==> config.mk <==
export PLATFORM = sky130hd
export DESIGN_NAME = line_digit_packer
export DESIGN_NICKNAME = d
export VERILOG_FILES = /design/src/rtl/day3_pkg.sv /design/src/rtl/line_digit_packer.sv
export SDC_FILE = /design/constraint.sdc
export NUM_CORES = 1
export LEC_CHECK = 0
export CELL_PAD_IN_SITES_DETAIL_PLACEMENT = 1
export CELL_PAD_IN_SITES_GLOBAL_PLACEMENT = 2
export CORE_MARGIN = 2
export CORE_UTILIZATION = 32
export DETAILED_ROUTE_END_ITERATION = 6
export GPL_ROUTABILITY_DRIVEN = 0
export GPL_TIMING_DRIVEN = 0
export HOLD_SLACK_MARGIN = 0.06
export PLACE_DENSITY = 0.94
export SLEW_MARGIN = 30
export SYNTH_ARGS = -nofsm -noshare
export SYNTH_HDL_FRONTEND = slang
export SYNTH_SLANG_ARGS = --single-unit
==> constraint.sdc <==
create_clock -name clk -period 52.1 [get_ports clk]
set_input_delay 10.42 -clock clk [delete_from_list [all_inputs] [get_ports clk]]
set_output_delay 10.42 -clock clk [all_outputs]
set_load 0.1 [all_outputs]
==> src/rtl/day3_pkg.sv <==
// -----------------------------------------------------------------------------
// day3_pkg
// Shared definitions for the day-3 digit pipeline: ASCII byte constants,
// the finder result width, and the line_digit_packer state encoding.
// -----------------------------------------------------------------------------
package day3_pkg;

   // ASCII bytes recognised in the puzzle stream
   localparam logic [7:0] CH_0  = 8'h30;
   localparam logic [7:0] CH_9  = 8'h39;
   localparam logic [7:0] CH_LF = 8'h0A;
   localparam logic [7:0] CH_CR = 8'h0D;

   // Width of one per-line result from the highest-digit finder
   localparam int RESULT_W = 40;

   // Packer state encoding
   localparam logic [2:0] COLLECT = 3'd0;
   localparam logic [2:0] ISSUE   = 3'd1;
   localparam logic [2:0] WAIT    = 3'd2;
   localparam logic [2:0] CLEAR   = 3'd3;
   localparam logic [2:0] FINAL   = 3'd4;

   typedef enum logic [2:0] {
      ST_COLLECT = COLLECT,
      ST_ISSUE   = ISSUE,
      ST_WAIT    = WAIT,
      ST_CLEAR   = CLEAR,
      ST_FINAL   = FINAL
   } state_t;

   function automatic logic is_digit(input logic [7:0] b);
      return (b >= CH_0) && (b <= CH_9);
   endfunction

endpackage

==> src/rtl/line_digit_packer.sv <==
// -----------------------------------------------------------------------------
// line_digit_packer
// Front end of the day-3 highest-digit finder. Packs the digits of each ASCII
// line into a 4-bit-per-digit vector (rightmost character in bits [3:0]),
// hands the vector to the finder with a start pulse, waits for its finished
// level, accumulates the finder result into a running total and clears the
// finder before the next line. done_o rises once the stream has ended.
//
// Ports:
//   clk, rst        clock, asynchronous active-high reset
//   in_valid/in_data/in_last/in_ready   byte stream input (valid/ready)
//   num_o           packed digit vector, held stable while the finder runs
//   start_o         one-cycle start pulse to the finder
//   finished_i      finder result-valid level
//   result_i        finder per-line result
//   finder_clr_o    one-cycle clear returning the finder to idle
//   total_o         running (wrapping) sum of line results
//   lines_o         number of lines processed (wrapping)
//   overflow_o      sticky: a line had more than MAX_DIGITS digits
//   done_o          stream complete, held until reset
//
// Optional build macro LINE_PACKER_WDOG_EN adds a finder timeout: after
// WDOG_CYCLES cycles in WAIT the line is skipped and sticky wdog_err_o is set.
// -----------------------------------------------------------------------------
module line_digit_packer
   import day3_pkg::*;
#(
   parameter int WIDTH       = 400,
   parameter int MAX_DIGITS  = WIDTH / 4,
   parameter int SUM_W       = 48,
   parameter int WDOG_CYCLES = 4096
) (
   input  logic                clk,
   input  logic                rst,
   input  logic                in_valid,
   input  logic [7:0]          in_data,
   input  logic                in_last,
   output logic                in_ready,
   output logic [WIDTH-1:0]    num_o,
   output logic                start_o,
   input  logic                finished_i,
   input  logic [RESULT_W-1:0] result_i,
   output logic                finder_clr_o,
   output logic [SUM_W-1:0]    total_o,
   output logic [15:0]         lines_o,
   output logic                overflow_o,
`ifdef LINE_PACKER_WDOG_EN
   output logic                wdog_err_o,
`endif
   output logic                done_o
);

   localparam int CNT_W = $clog2(MAX_DIGITS + 1);

   state_t             state;
   logic [WIDTH-1:0]   num;
   logic [CNT_W-1:0]   count;
   logic               eof_pend;
`ifdef LINE_PACKER_WDOG_EN
   logic [15:0]        wdog_cnt;
`endif

   logic accept;
   logic digit;
   logic take_digit;
   logic line_nonempty;

   assign accept        = in_valid && in_ready;
   assign digit         = is_digit(in_data);
   assign take_digit    = accept && digit && (count < CNT_W'(MAX_DIGITS));
   // Line is non-empty once this byte is counted; used for the in_last decision
   assign line_nonempty = (count != '0) || take_digit;

   assign num_o = num;

   // NOTE: all state and registered outputs use non-blocking assignments so
   // every register samples the pre-edge values of the others.
   always_ff @(posedge clk or posedge rst) begin
      if (rst) begin
         state        <= ST_COLLECT;
         num          <= '0;
         count        <= '0;
         eof_pend     <= 1'b0;
         in_ready     <= 1'b1;
         start_o      <= 1'b0;
         finder_clr_o <= 1'b0;
         total_o      <= '0;
         lines_o      <= '0;
         overflow_o   <= 1'b0;
         done_o       <= 1'b0;
`ifdef LINE_PACKER_WDOG_EN
         wdog_cnt     <= '0;
         wdog_err_o   <= 1'b0;
`endif
      end else begin
         // NOTE: pulse outputs default low each cycle; only the transition
         // that needs them raises them for exactly one cycle.
         start_o      <= 1'b0;
         finder_clr_o <= 1'b0;

         case (state)
            ST_COLLECT: begin
               if (accept) begin
                  if (take_digit) begin
                     num   <= {num[WIDTH-5:0], in_data[3:0]};
                     count <= count + 1'b1;
                  end else if (digit) begin
                     overflow_o <= 1'b1;
                  end

                  if (in_last) begin
                     eof_pend <= 1'b1;
                     in_ready <= 1'b0;
                     if (line_nonempty) begin
                        state   <= ST_ISSUE;
                        start_o <= 1'b1;
                     end else begin
                        state  <= ST_FINAL;
                        done_o <= 1'b1;
                     end
                  end else if (in_data == CH_LF && count != '0) begin
                     state    <= ST_ISSUE;
                     start_o  <= 1'b1;
                     in_ready <= 1'b0;
                  end
               end
            end

            ST_ISSUE: begin
               state <= ST_WAIT;
`ifdef LINE_PACKER_WDOG_EN
               wdog_cnt <= '0;
`endif
            end

            ST_WAIT: begin
               if (finished_i) begin
                  total_o      <= total_o + SUM_W'(result_i);
                  lines_o      <= lines_o + 1'b1;
                  state        <= ST_CLEAR;
                  finder_clr_o <= 1'b1;
               end
`ifdef LINE_PACKER_WDOG_EN
               else if (wdog_cnt == 16'(WDOG_CYCLES - 1)) begin
                  // Finder never answered: skip the line without adding
                  wdog_err_o   <= 1'b1;
                  state        <= ST_CLEAR;
                  finder_clr_o <= 1'b1;
               end else begin
                  wdog_cnt <= wdog_cnt + 1'b1;
               end
`endif
            end

            ST_CLEAR: begin
               num   <= '0;
               count <= '0;
               if (eof_pend) begin
                  state  <= ST_FINAL;
                  done_o <= 1'b1;
               end else begin
                  state    <= ST_COLLECT;
                  in_ready <= 1'b1;
               end
            end

            ST_FINAL: begin
               state <= ST_FINAL;
            end

            default: begin
               state    <= ST_COLLECT;
               in_ready <= 1'b1;
            end
         endcase
      end
   end

endmodule
* Yosys cells after proc, flatten, opt, wreduce, memory -nomap -nowiden
Cells that the tools add are included.
** Cells by class
- Add/subtract/negate cells :: 3
- Order comparisons :: 3
- Equal/unequal tests :: 13
- Muxes and demuxes :: 30
- Bitwise gates (word level) :: 2
- Reductions and logical operators :: 17
** Operator list (number)
- two-way mux 400 bit :: 2
- case mux 400 bit (2 select lines) :: 1
- adder 48 x 40 -> 48 bit :: 1
- two-way mux 3 bit :: 6
- adder 16 x 1 -> 16 bit, second input constant :: 1
- two-way mux 1 bit :: 15
- case mux 3 bit (5 select lines) :: 1
- two-way mux 7 bit :: 2
- inequality test 2 bit, second input constant :: 7
- case mux 7 bit (2 select lines) :: 1
- AND reduction 3 bit :: 3
- == test 8 x 4 -> 1 bit, second input constant :: 1
- >= comparator 8 x 6 -> 1 bit, second input constant :: 1
- <= comparator 8 x 6 -> 1 bit, second input constant :: 1
- AND reduction 4 bit :: 2
- adder 7 x 1 -> 7 bit, second input constant :: 1
- less-than comparator 7 bit, second input constant :: 1
- nonzero test 7 bit :: 1
- == test 3 x 2 -> 1 bit, second input constant :: 2
- logical AND 1 bit :: 5
- AND reduction 5 bit :: 1
- == test 3 x 1 -> 1 bit, second input constant :: 1
- == test 3 bit, second input constant :: 1
- logical NOT 3 bit :: 1
- 8 further kinds :: 9
** Word-level totals
- Flip-flop bits (word level) :: 480
- Input port bits :: 53
- Output and inout bits :: 469
- Word-level logic and storage cells :: 79

* Logic depth before layout (Yosys ltp)
- Depth in word-level cells :: 9
- Mapped depth :: 10
- Depth with buffers taken out :: 10

* Worst setup path after synthesis
OpenSTA, ideal clock, no wires.
- Path type :: input port to flip-flop
- Start :: in result_i[0]
- End :: reg total_o[16]
- Library setup time :: 147 ps
- Arrival :: 12351 ps
- Required time :: 51953 ps
- Setup slack :: 39602 ps
- Cell stages on the path :: 10
- Buffers on the path :: 0
- Cell sequence :: ha_1 fa_1 a21oi_1 o221ai_2 o22ai_1 a21oi_1 o21a_1 o21ai_0 mux2i_1 o311ai_0
** On the way
- Word-level cells in the longest chain between the ends :: 1
** Ends and longest elaborated chain
- start, declared :: line line_digit_packer.sv:42 : input logic [RESULT_W-1:0] result_i,
- adder 48 x 40 -> 48 bit :: line line_digit_packer.sv:138 : total_o <= total_o + SUM_W'(result_i);
- end signal, assigned :: line line_digit_packer.sv:138
- end, declared :: line line_digit_packer.sv:44 : output logic [SUM_W-1:0] total_o,
Every way passes these cells.
A chain may end at the register's enable or synchronous reset.

* Worst setup path after layout
- Start :: in result_i[16]
- End :: reg total_o[37]
The elaborated chain is that of the path after synthesis.

==> impl_table.tex <==
\begin{tabular}{lr}
\hline
Metric & Value \\
\hline
\multicolumn{2}{l}{\textbf{Status}} \\
\quad Run status & completed \\
\multicolumn{2}{l}{\textbf{Critical path}} \\
\quad Reg2reg start & in\_ready \\
\quad Critical Path RT & 52.58 ns \\
\quad Category of the worst setup path launch point & input pin \\
\quad Worst path bufs/invs & 1 \\
\quad Largest stage delay, worst path & 0.47 ns \\
\quad Critical path destination & total\_o[37] \\
\quad CP max stage cell & sky130\_fd\_sc\_hd\_\_clkdlybuf4s50\_1 \\
\quad FF-to-FF End & num\_o[314] \\
\quad Worst Path Arrival & 13.30 ns \\
\quad Largest delay contributor family on the critical path & compound AO/OA/AOI/OAI gates \\
\quad CP cell instances & clkdlybuf4s50\_1 > ha\_1 > a21oi\_1 > o21ai\_0 > or2\_2 > o311ai\_0 > o21ai\_0 > o21ai\_1 > xor2\_1 > o21ai\_1 \\
\quad Class of the most critical setup path & in2reg \\
\quad Depth of the worst register-to-register path & 7 \\
\quad Startpoint of the worst setup timing path & result\_i[16] \\
\quad Maximum fanout encountered on the critical timing path & 8 \\
\quad Kind of capture point of the worst setup path & flip-flop \\
\quad Number of gates on the worst path with buffers counted & 10 \\
\quad Register-to-register setup slack & 49.08 ns \\
\multicolumn{2}{l}{\textbf{Clock network}} \\
\quad Clock buffer depth & 3 \\
\quad \# hold bufs at CTS & 0 \\
\quad Setup bufs post-CTS & 0 \\
\quad Clock insertion delay at the later pin of the skew report & 0.61 ns \\
\quad Clock Tree Root & sky130\_fd\_sc\_hd\_\_clkbuf\_16 \\
\quad CTS Sinks & 480 \\
\quad Number of levels in the clock H-tree & 2 \\
\quad Clock tree from TritonCTS & built \\
\quad Cts repair resizes & 0 \\
\quad Clock buffers created by TritonCTS & 55 \\
\quad Clock-pin transition on the worst setup and hold timing paths & 0.06 ns \\
\multicolumn{2}{l}{\textbf{STA}} \\
\quad Worst-case setup margin in the final layout & 39.27 ns \\
\quad Number of failing setup endpoints in the final timing report & 0 \\
\quad Final hold viol count & 0 \\
\quad Fin. max-slew vios & 0 \\
\quad Actual transition at the worst max-transition pin & 1.05 ns \\
\quad Clock Skew & 0.0164 ns \\
\quad Highest Clock Rate & 0.0780 GHz \\
\quad Setup repair after global routing missed its margin & false \\
\quad Post-route clock period utilization & 24.6\% \\
\quad Minimum clock period & 12.83 ns \\
\quad Setup tns final & 0 ns \\
\quad Max\_slew headroom & 30.0\% \\
\multicolumn{2}{l}{\textbf{Drt}} \\
\quad Total Routed Length & 78100 um \\
\quad Post-detailed-route wirelength per cell & 20.1 um \\
\quad Via count normalized by instance count & 5.03 \\
\quad Pre-antenna DRT Iters & 5 \\
\quad DRC & 0 \\
\quad Detailed Route Iter0 Violations & 1151 \\
\quad Number of vias after detailed routing & 19500 \\
\quad Antenna-violating nets left & 0 \\
\multicolumn{2}{l}{\textbf{Logic synthesis}} \\
\quad Cell area after synthesis & 0.0213 mm2 \\
\quad FF+latch count, synth & 480 \\
\quad Mapped Nets & 2482 \\
\quad Seq/Total Area, Yosys & 56.5\% \\
\quad Number of library cell types mapped by synthesis & 68 \\
\quad Area share of the largest cell type after synthesis & 56.3\% \\
\quad Syn\_area\_per\_cell & 8.92 um2 \\
\quad Most frequent cells after synthesis & sky130\_fd\_sc\_hd\_\_nand2\_1 (893), sky130\_fd\_sc\_hd\_\_dfrtp\_1 (479), sky130\_fd\_sc\_hd\_\_o21ai\_0 (444), sky130\_fd\_sc\_hd\_\_clkbuf\_1 (103) \\
\quad Synthesized instance count & 2385 \\
\quad Primary flip-flop cell chosen by synthesis mapping & sky130\_fd\_sc\_hd\_\_dfrtp\_1 \\
\quad Number of flops mapped to enable cells by yosys & 0 \\
\quad Warnings from Yosys & 0 \\
\quad Cell with the most instances after synthesis & sky130\_fd\_sc\_hd\_\_nand2\_1 \\
\quad Largest cells by area after synthesis & sky130\_fd\_sc\_hd\_\_dfrtp\_1 (56\%), sky130\_fd\_sc\_hd\_\_nand2\_1 (16\%), sky130\_fd\_sc\_hd\_\_o21ai\_0 (10\%) \\
\quad Cell type with the highest aggregate area in the netlist & sky130\_fd\_sc\_hd\_\_dfrtp\_1 \\
\quad Fraction of synthesis flops using an asynchronous set or reset pin & 100\% \\
\multicolumn{2}{l}{\textbf{Placement}} \\
\quad Number of buffers inserted by port buffering & 521 \\
\quad HPWL after detailed placement & 58000 um \\
\quad Post-place setup slack & 38.67 ns \\
\multicolumn{2}{l}{\textbf{Global routing}} \\
\quad Maximum number of pins on one net before global-route repair & 93 \\
\quad Via count of the first global-routing pass & 21000 \\
\quad Gr usage total & 22.5\% \\
\quad Wire length of the first global-routing pass & 122000 um \\
\quad Number of antenna violations at the first check in global routing & 3 \\
\quad GRT overflow & 0 \\
\multicolumn{2}{l}{\textbf{Floorplanning}} \\
\quad Die area & 0.0686 mm2 \\
\quad Die X & 262 um \\
\quad Initial core utilization & 32.4\% \\
\quad Ports & 522 \\
\quad Std-Cell Rows & 94 \\
\quad Area of the core & 0.0657 mm2 \\
\quad Floorplan die height & 262 um \\
\multicolumn{2}{l}{\textbf{Layout}} \\
\quad Ratio of cells with drive above 1 in the final layout & 9.36\% \\
\quad Area grow syn2layout & 36.8\% \\
\quad Number of nets at the end of the flow & 3066 \\
\multicolumn{2}{l}{\textbf{Worst hold path}} \\
\quad Class of the tightest hold or removal check & reg2reg \\
\multicolumn{2}{l}{\textbf{Run}} \\
\quad Number of max-cap violations & 0 \\
\hline
\end{tabular}
-- routing by layer --
metal / routed length [um] / track usage (%) / vias up
met1: 31700 / 27.3 / 9838
met5: 10 / 0 / -
li1: - / - / 9104
met3: 5940 / 7.04 / 126
met2: 38000 / 38.1 / 455
met4: 2490 / 7.01 / 2
-- cell families after synthesis --
| group | synth area share (%) |
|---|---|
| flops | 56.5 |
| xor+xnor | 2.35 |
| simple gates | 19.4 |
| buf+inv | 3.47 |
| mux | 0.429 |
| fa+ha+maj | 2.62 |
| compound gates | 15.3 |
-- worst min path at each step --
stage / startpoint / to / slack, ns / cells past startpoint
floorplan: eof_pend / in_ready / 0.47 / 1
global placement: overflow_o / overflow_o / 0.46 / 1
detailed placement: overflow_o / overflow_o / 0.45 / 1
CTS: overflow_o / overflow_o / 0.46 / 1
global route: overflow_o / overflow_o / 0.49 / 1
finish: overflow_o / overflow_o / 0.46 / 1
-- placed cells by master, fill, tap and decap left out, types with 13 or more instances in the layout --
cell / synthesis / layout
sky130_fd_sc_hd__nand2_1: 893 / 893
sky130_fd_sc_hd__dfrtp_1: 479 / 479
sky130_fd_sc_hd__o21ai_0: 444 / 444
sky130_fd_sc_hd__clkdlybuf4s50_1: 0 / 415
sky130_fd_sc_hd__buf_2: 49 / 154
sky130_fd_sc_hd__clkbuf_1: 103 / 112
sky130_fd_sc_hd__clkbuf_16: 0 / 57
sky130_fd_sc_hd__a21oi_1: 49 / 49
sky130_fd_sc_hd__nor2_1: 46 / 46
sky130_fd_sc_hd__ha_1: 43 / 43
sky130_fd_sc_hd__xnor2_1: 33 / 33
sky130_fd_sc_hd__xor2_1: 24 / 24
sky130_fd_sc_hd__a21o_1: 22 / 22
sky130_fd_sc_hd__nand4_1: 19 / 19
sky130_fd_sc_hd__nand3_1: 18 / 18
sky130_fd_sc_hd__inv_1: 16 / 15
sky130_fd_sc_hd__clkbuf_8: 0 / 13
-- metrics by stage --
stage,hold WS [ns],instance area [um2],cells,util [%]
2_1_floorplan,0.466,21300,2385,-
3_3_place_gp,0.456,27600,3770,41.9
3_5_place_dp,0.445,27300,3776,41.6
4_1_cts,0.462,29200,3876,44.5
5_1_grt,0.487,29100,3878,44.3
6_report,0.460,29100,3878,44.3
-- flip-flops by register name, summed over array words and instances, names as in the netlist --
register	cells
num_o	400
total_o	48
lines_o	16
count	7
state	3
done_o	1
eof_pend	1
finder_clr_o	1
in_ready	1
overflow_o	1
start_o	1
-- layout make-up --
type / instances / area [um2]
buffer: 158 / 674
timing repair buffer: 527 / 4850
clock buffer: 79 / 1640
sequential: 480 / 12000
clock inverter: 21 / 256
multi-input combinational: 1730 / 8530
tap: 864 / 1080
antenna: 2 / 5.00
inverter: 17 / 71.3
fill: 7671 / 36600
Power is left out: the tool's default activity adds up to more than one toggle a clock period on the data nets, which glitch-free logic cannot reach.
